==> src/rtl/serial_subtractor_pkg.sv <==
// Shared definitions for the bit-serial subtractor: FSM state encoding and
// the default operand width.
package serial_subtractor_pkg;

   // Default operand/result width in bits.
   localparam int DEFAULT_WIDTH = 8;

   // Control states. The numeric values are fixed so that a state register
   // dump reads the same as the original lab documentation.
   typedef enum logic [1:0] {
      ST_IDLE = 2'd0,
      ST_RUN  = 2'd1,
      ST_DONE = 2'd2
   } state_e;

endpackage

==> src/rtl/serial_subtractor_if.sv <==
// Request/result bundle of the serial subtractor. The requester (master)
// drives start and the operands; the subtractor (slave) returns status and
// the held result.
interface serial_subtractor_if
   import serial_subtractor_pkg::*;
#(
   parameter int N = DEFAULT_WIDTH
) ();

   logic         start;
   logic [N-1:0] A;
   logic [N-1:0] B;
   logic         busy;
   logic         done;
   logic [N-1:0] Diff;
   logic         Borrow;

   modport master (
      output start, A, B,
      input  busy, done, Diff, Borrow
   );

   modport slave (
      input  start, A, B,
      output busy, done, Diff, Borrow
   );

endinterface

==> src/rtl/serial_subtractor_half_subtractor.sv <==
// One-bit half subtractor: Diff = A - B with the borrow out.
// Two of these plus an OR gate make the full-subtract bit cell.
module half_subtractor (
   input  logic A,
   input  logic B,
   output logic Diff,
   output logic Borrow
);

   assign Diff   = A ^ B;
   assign Borrow = ~A & B;

endmodule

==> src/rtl/serial_subtractor.sv <==
// Bit-serial unsigned subtractor: Diff = A - B, LSB first, one bit per clock,
// carrying a single borrow flip-flop between bit positions. A request takes
// N RUN cycles followed by a one-cycle DONE pulse.
module serial_subtractor
   import serial_subtractor_pkg::*;
#(
   parameter int N = DEFAULT_WIDTH
) (
   input logic                clk,
   input logic                rst,
   serial_subtractor_if.slave bus
);

   localparam int CNT_W = $clog2(N);
   localparam logic [CNT_W-1:0] LAST_BIT = CNT_W'(N - 1);

   state_e           state_q, state_d;
   logic [N-1:0]     sha_q, sha_d;
   logic [N-1:0]     shb_q, shb_d;
   logic             bflag_q, bflag_d;
   logic [CNT_W-1:0] cnt_q, cnt_d;
   logic [N-1:0]     diff_q, diff_d;
   logic             borrow_q, borrow_d;

   // Full-subtract bit cell: first stage subtracts the operand bits, second
   // stage subtracts the incoming borrow; either stage may generate a borrow.
   logic hs0_diff, hs0_borrow;
   logic bit_diff, hs1_borrow;
   logic bit_borrow;

   half_subtractor u_hs_operands (
      .A      (sha_q[0]),
      .B      (shb_q[0]),
      .Diff   (hs0_diff),
      .Borrow (hs0_borrow)
   );

   half_subtractor u_hs_borrow (
      .A      (hs0_diff),
      .B      (bflag_q),
      .Diff   (bit_diff),
      .Borrow (hs1_borrow)
   );

   assign bit_borrow = hs0_borrow | hs1_borrow;

   // State, datapath and result registers; reset clears everything.
   always_ff @(posedge clk) begin
      if (rst) begin
         state_q  <= ST_IDLE;
         sha_q    <= '0;
         shb_q    <= '0;
         bflag_q  <= 1'b0;
         cnt_q    <= '0;
         diff_q   <= '0;
         borrow_q <= 1'b0;
      end else begin
         state_q  <= state_d;
         sha_q    <= sha_d;
         shb_q    <= shb_d;
         bflag_q  <= bflag_d;
         cnt_q    <= cnt_d;
         diff_q   <= diff_d;
         borrow_q <= borrow_d;
      end
   end

   // Next-state and datapath update: load on accepted start, shift one bit
   // per RUN cycle, latch the final borrow on the last bit.
   always_comb begin
      state_d  = state_q;
      sha_d    = sha_q;
      shb_d    = shb_q;
      bflag_d  = bflag_q;
      cnt_d    = cnt_q;
      diff_d   = diff_q;
      borrow_d = borrow_q;

      case (state_q)
         ST_IDLE: begin
            // The previous result stays visible until RUN starts shifting.
            if (bus.start) begin
               sha_d   = bus.A;
               shb_d   = bus.B;
               bflag_d = 1'b0;
               cnt_d   = '0;
               state_d = ST_RUN;
            end
         end
         ST_RUN: begin
            diff_d  = {bit_diff, diff_q[N-1:1]};
            sha_d   = sha_q >> 1;
            shb_d   = shb_q >> 1;
            bflag_d = bit_borrow;
            cnt_d   = cnt_q + CNT_W'(1);
            if (cnt_q == LAST_BIT) begin
               borrow_d = bit_borrow;
               state_d  = ST_DONE;
            end
         end
         ST_DONE: begin
            state_d = ST_IDLE;
         end
         default: begin
            state_d = ST_IDLE;
         end
      endcase
   end

   assign bus.busy   = (state_q == ST_RUN) || (state_q == ST_DONE);
   assign bus.done   = (state_q == ST_DONE);
   assign bus.Diff   = diff_q;
   assign bus.Borrow = borrow_q;

endmodule

==> src/flat_wrapper.sv <==
// flat-port wrapper written by rule: the top's interface ports become plain ports
module serial_subtractor_flat import serial_subtractor_pkg::*;
#(
   parameter int N = DEFAULT_WIDTH
)
  (clk, rst, bus_start, bus_A, bus_B, bus_busy, bus_done, bus_Diff, bus_Borrow);
  serial_subtractor_if #(.N(N)) bus_i ();
  input logic clk;
  input logic rst;
  input wire logic [$bits(bus_i.start)-1:0] bus_start;
  input wire logic [$bits(bus_i.A)-1:0] bus_A;
  input wire logic [$bits(bus_i.B)-1:0] bus_B;
  output wire logic [$bits(bus_i.busy)-1:0] bus_busy;
  output wire logic [$bits(bus_i.done)-1:0] bus_done;
  output wire logic [$bits(bus_i.Diff)-1:0] bus_Diff;
  output wire logic [$bits(bus_i.Borrow)-1:0] bus_Borrow;
  assign bus_i.start = bus_start;
  assign bus_i.A = bus_A;
  assign bus_i.B = bus_B;
  assign bus_busy = bus_i.busy;
  assign bus_done = bus_i.done;
  assign bus_Diff = bus_i.Diff;
  assign bus_Borrow = bus_i.Borrow;
  serial_subtractor #(.N(N)) u_core (.clk(clk), .rst(rst), .bus(bus_i));
endmodule
==> config.mk <==
export PLATFORM = sky130hd
export DESIGN_NAME = serial_subtractor_flat
export DESIGN_NICKNAME = d
export VERILOG_FILES = /design/src/rtl/serial_subtractor_pkg.sv /design/src/rtl/serial_subtractor_if.sv /design/src/rtl/serial_subtractor_half_subtractor.sv /design/src/rtl/serial_subtractor.sv /design/src/flat_wrapper.sv
export SDC_FILE = /design/constraint.sdc
export NUM_CORES = 1
export LEC_CHECK = 0
export CORE_MARGIN = 3
export CORE_UTILIZATION = 30
export DETAILED_ROUTE_END_ITERATION = 10
export PLACE_DENSITY_LB_ADDON = 0.15
export REMOVE_ABC_BUFFERS = 1
export SYNTH_ARGS = -nofsm -noshare
export SYNTH_HDL_FRONTEND = slang
export SYNTH_SLANG_ARGS = --single-unit
==> constraint.sdc <==
create_clock -name clk -period 1.5 [get_ports clk]
set_clock_uncertainty 0.05 [all_clocks]
set_input_delay 0.45 -clock clk [delete_from_list [all_inputs] [get_ports clk]]
set_output_delay 0.45 -clock clk [all_outputs]
set_load 0.05 [all_outputs]
; Word level (Yosys, flattened, before mapping)
; Index checks and enable logic that the tools add are counted.
[classes]
n_addsub = 1
eq_ne = 5
mux = 11
bitwise_logic = 7
reduce_logical = 6
[ops]
columns = op, n
row1 = $pmux W8 S2, 2
row2 = $mux W8, 2
row3 = $pmux W3 S2, 1
row4 = $reduce_and A2 Y1, 3
row5 = $mux W2, 2
row6 = $pmux W2 S2, 1
row7 = $add A3 B1 Y3 const B, 1
row8 = $eq A3 B3 Y1 const B, 1
row9 = $mux W3, 1
row10 = $and A1 B1 Y1, 2
row11 = $eq A2 B1 Y1 const B, 1
row12 = $eq A2 B2 Y1 const B, 1
row13 = $logic_not A2 Y1, 1
row14 = $ne A2 B1 Y1 const B, 1
row15 = $ne A2 B2 Y1 const B, 1
row16 = $not A1 Y1, 2
row17 = $pmux W1 S2, 1
row18 = $reduce_bool A2 Y1, 1
row19 = $xor A1 B1 Y1, 2
row20 = $logic_or A1 B1 Y1, 1
row21 = $mux W1, 1
row22 = $or A1 B1 Y1, 1
[totals]
ff_bits = 31
in_bits = 19
output_inout_bits = 11
wordCells = 37

; Longest topological paths before layout
[depth]
word_depth = 5
depth_mapped = 7
mapped_depth_nobuf = 5

; Cells and area by module
; Synthesis repeated with hierarchy kept, for this count alone.
[unflattened]
cells_unflattened = 141
hier_area_um2 = 1512.7
[modules_own_cells]
columns = mod, instances, cells_per_inst, area_per_inst_um2, seq_area_each_um2
row1 = serial_subtractor, 1, 135, 1472.7, 620.6
row2 = half_subtractor, 2, 3, 20.0, 0.0

; Least setup slack after synthesis
; OpenSTA, ideal clock, no wires.
[synth_timing]
kind = register -> register
start = register u_core.state_q[0]
end = register u_core.shb_q[3]
setup_time_ps = 139
arrival_time_ps = 1297
t_required_ps = 1311
path_slack_ps = 15
path_stages_with_launch = 7
path_buffers = 1
synth_period_minus_slack_ps = 1485
path_cell_list = dfxtp_1 > inv_1 > ha_1 > mux2_4 > buf_8 > nor2_1 > a211oi_2
[synth_between]
elab_chain_len = 3
word_cells_on_any_way = 6
cone_classes = 2 x eq/ne / 1 x mux / 3 x reduce/logical
[synth_rtl]
columns = element, line_no
row1 = "start, declared", serial_subtractor.sv:17  ; state_e state_q, state_d;
row2 = "start signal, assigned", serial_subtractor.sv:58  ; state_q <= state_d;
row3 = $eq A2 B1 Y1 / $logic_not A2 Y1 (equally long branches), serial_subtractor.sv:79  ; case (state_q)
row4 = $reduce_bool A2 Y1 (no source line) / $ne A2 B2 Y1 (equally long branches), --
row5 = $reduce_and A2 Y1 (no source line), --
row6 = "end signal, assigned", serial_subtractor.sv:52  ; shb_q <= '0;
row7 = "end signal, assigned", serial_subtractor.sv:60  ; shb_q <= shb_d;
row8 = "end, declared", serial_subtractor.sv:19  ; logic [N-1:0] shb_q, shb_d;
; Several ways; a longest one is shown, not always the timed one.
; A chain may end at the register's enable or synchronous reset.

; Final worst setup path
[layout_timing]
start = register u_core.state_q[0]
end = output bus_busy
[layout_between]
elab_chain_len = 2
word_cells_on_any_way = 3
cone_classes = 2 x eq/ne / 1 x reduce/logical
[layout_rtl]
columns = element, line_no
row1 = $eq A2 B1 Y1 / $eq A2 B2 Y1 (equally long branches), serial_subtractor.sv:110  ; assign bus.busy = (state_q == ST_RUN) || (state_q == ST_DONE);
row2 = $logic_or A1 B1 Y1 *, serial_subtractor.sv:110
row3 = "end, declared", flat_wrapper.sv:13  ; output wire logic [$bits(bus_i.busy)-1:0] bus_busy;
; Mark *: on every way between the ends. The rest lies on a longest branch, timed or not.

==> summary.txt <==
Hold path
  – Worst Hold Depth: 2
  – Worst hold path type: reg2reg
  – Hold_sp: u_core.shb_q[7]
  – Hold Crit Endpoint: u_core.shb_q[7]

Floorplanning
  – Die W: 76.5 um
  – FP Rows: 25
  – Die ar.: 0.00584 mm2
  – Core area: 0.00475 mm2
  – Initial Utilization: 31.3%
  – I/O pin count: 30
  – Die Y-Extent: 76.5 um

Worst setup path
  – R2R Path Start: u_core.state_q[0]
  – WP data required: 1.00 ns
  – Worst Path Arrival: 1.08 ns
  – Critical Path, Cell by Cell: inv_2, ha_4, buf_12
  – Worst setup path class: reg2out
  – CP max-delay cell: dfxtp_2
  – FF-to-FF End: u_core.shb_q[6]
  – Max incr delay on CP: 0.35 ns
  – Reg2Reg Setup Slack: 0.04 ns
  – Crit path max fanout: 3
  – Worst-case reg-to-reg path depth: 5
  – Critical path capture point type: primary output
  – Critical path startpoint category: flip-flop

Logic synthesis
  – Syn. warnings: 0
  – Post-synth EDFFs: 0
  – Asr flop ratio synth: 0%
  – Post-synthesis sequential area ratio: 41.7%
  – Synth top area cells: dfxtp_1, mux2i_1, a211oi_2
  – Post-Synth Adder-Cell Area: 6.39%
  – Synth top cells by count: dfxtp_1, mux2i_1, nor2_1
  – Avg Cell Area, Syn: 10.8 um2
  – Synth cell types: 25
  – Mux cell area share after synthesis: 16.5%
  – Synthesized instance count: 138
  – Ys flop type: dfxtp_1
  – Synth Area in Simple Gates: 11.4%
  – Synth Area in Compound Gates: 17.1%
  – Area share of the largest cell type after synthesis: 41.7%
  – Largest family of logic cells by synthesized area: compound AO/OA/AOI/OAI gates
  – Xor/xnor share of the synthesized area: 0%
  – Synth area leader: dfxtp_1
  – Mapped cell area: 0.00149 mm2
  – Most frequent cell after synthesis: dfxtp_1
  – #FFs+latches synth: 31

Power and ir drop
  – Clock Power Share: 27.8%
  – Comb pwr share: 31.4%
  – Pwr dens: 1100 mW/mm2
  – Static Leak: 0.000812 uW
  – Pint: 1630 uW
  – Net switching power: 724 uW
  – VDD IR max: 330 uV
  – Final Total Pwr: 2360 uW
  – Sequential Power Share: 40.9%
  – Switching part of the total: 30.7%

Routing
  – Vias per cell: 4.63
  – Routed WL per cell: 12.9 um
  – DR vias: 1121
  – DRC viols: 0
  – Total wire length: 3130 um
  – Antenna Nets Post-Route: 0
  – Drt first pass iters: 5
  – Initial DRC Count: 40

Timing
  – # setup viols final: 2
  – Final Max Slew Viols: 0
  – Min Tclk post-route: 1.58 ns
  – Max Freq: 0.632 GHz
  – Slew HR: 83.1%
  – Hold Fails Final Rpt: 0
  – Least-Margin Pin Slew: 0.254 ns
  – RSZ-0062 raised after global routing: yes
  – Setup ws final: -0.0821 ns
  – Crit share post-route: 105%

Placement
  – PortBufs: 29
  – Placed Instance Area: 0.00199 mm2
  – GPL Wtd Cong: 0.686
  – Post-DP HPWL: 2080 um

Outcome
  – Violated checks: setup timing
  – Status: finished with violations

Final layout
  – Syn-to-layout area delta: 44.0%
  – Share of cells above drive strength 1: 36.6%
  – Inserted Diodes: 0
  – Fin nets: 201
  – Final Instance Area: 0.00214 mm2
  – # fillers: 475

CTS
  – Root Buffer: clkbuf_8
  – CTS tree: done
  – H-tree Lvls: 2
  – CTS clk-pin slew, worst paths: 0.06 ns
  – Clk sinks: 31
  – Post-CTS Hold Buffers: 0
  – CTS max path bufs: 2
  – Clock Latency Late Sink: 0.28 ns
  – CTS Buf Count: 5

Flow run
  – # Max-Cap Violations: 0

Global routing
  – First-pass GRT wire length: 5350 um
  – Initial antenna violation count: 0
  – Vias in the first global route: 1186
  – Gr ovfl total: 0
  – Largest net degree at the start of global routing: 22
  – GRT Overall Usage: 11.3%
[cell usage in the layout (no fill, tap or decap), types with 4 or more instances in the layout]
| cell | synthesis | layout |
|---|---|---|
| dfxtp_1 | 31 | 29 |
| nor2_1 | 15 | 15 |
| a211oi_2 | 14 | 14 |
| clkbuf_8 | 0 | 6 |
| ha_1 | 6 | 4 |
| mux2i_1 | 23 | 22 |
| buf_4 | 0 | 7 |
| clkdlybuf4s50_1 | 0 | 17 |
| buf_12 | 1 | 13 |
| inv_1 | 6 | 4 |
| a21oi_1 | 6 | 6 |
| nor2_2 | 10 | 10 |
[cell families (layout without fill, tap and decap cells)]
logic type	Yosys count	in the layout
simple gates	34	34
flops	31	31
compound gates	26	26
mux	24	25
buf+inv	16	52
fa+ha+maj	7	7
[flip-flops by register name, summed over array words and instances (netlist names)]
name / count
u_core.bus.Diff: 8
u_core.sha_q: 8
u_core.shb_q: 8
u_core.cnt_q: 3
u_core.state_q: 2
u_core.bflag_q: 1
u_core.bus.Borrow: 1
[power by group through the flow]
stage	combinational [uW]	sequential, uW	clock, uW
4_1_cts	730	965	690
5_1_grt	799	975	723
2_1_floorplan	427	980	0
6_report	740	964	655
3_5_place_dp	682	980	0
3_3_place_gp	662	976	0
[worst max-delay path, delay by kind of cell (launching register included)]
family / cells / cell delay (ns)
flip-flops: 1 / 0.35
adder cells (fa/ha/maj): 1 / 0.27
buffers and inverters: 2 / 0.19
[per-stage QoR]
| step | hold WS [ns] | TNS, ns | setup slack (ns) | utilization, % | instances |
|---|---|---|---|---|---|
| 2_1_floorplan | 0.375 | -20.34 | -0.857 | - | 128 |
| 3_3_place_gp | 0.392 | -4.81 | -0.273 | 41.8 | 233 |
| 3_5_place_dp | 0.405 | -5.35 | -0.313 | 41.8 | 233 |
| 4_1_cts | 0.414 | -0.197 | -0.105 | 44.4 | 241 |
| 5_1_grt | 0.447 | -0.466 | -0.122 | 45.1 | 242 |
| 6_report | 0.413 | -0.151 | -0.0821 | 45.1 | 242 |
[metal layers]
metal	routed length, um	track usage, %	up-vias
met5	0	0	-
met4	48	4.89	0
met3	144	4.26	5
met2	1530	18.0	26
met1	1400	13.5	533
li1	-	-	557
[how the worst max path moves through the flow]
stage	slack, ns	cells after the start	startpoint	endpoint
floorplan	-0.86	5	u_core.state_q[1]	u_core.shb_q[3]
global placement	-0.27	4	bus_start	u_core.shb_q[6]
detailed placement	-0.31	4	bus_start	u_core.shb_q[6]
CTS	-0.10	3	u_core.state_q[0]	bus_busy
global route	-0.12	3	u_core.state_q[0]	bus_busy
finish	-0.08	3	u_core.state_q[0]	bus_busy
[final cells by class]
| class | instances | area [um2] | share of cell area, % |
|---|---|---|---|
| multi-input combinational | 92 | 817 | 38.1 |
| sequential | 31 | 623 | 29.1 |
| timing repair buffer | 39 | 510 | 23.8 |
| tap | 67 | 83.8 | 3.91 |
| clock buffer | 6 | 82.6 | 3.85 |
| inverter | 6 | 22.5 | 1.05 |
| clock inverter | 1 | 5.00 | 0.233 |
[repair_timing]
action / in CTS / in global routing
cloned: 1 / 0
endpoints found under the setup margin: 18 / 8
resized for setup: 7 / 6
endpoints found under the hold margin: 0 / 0
buffers inserted: 0 / 1
(Power assumes the default switching activity.)
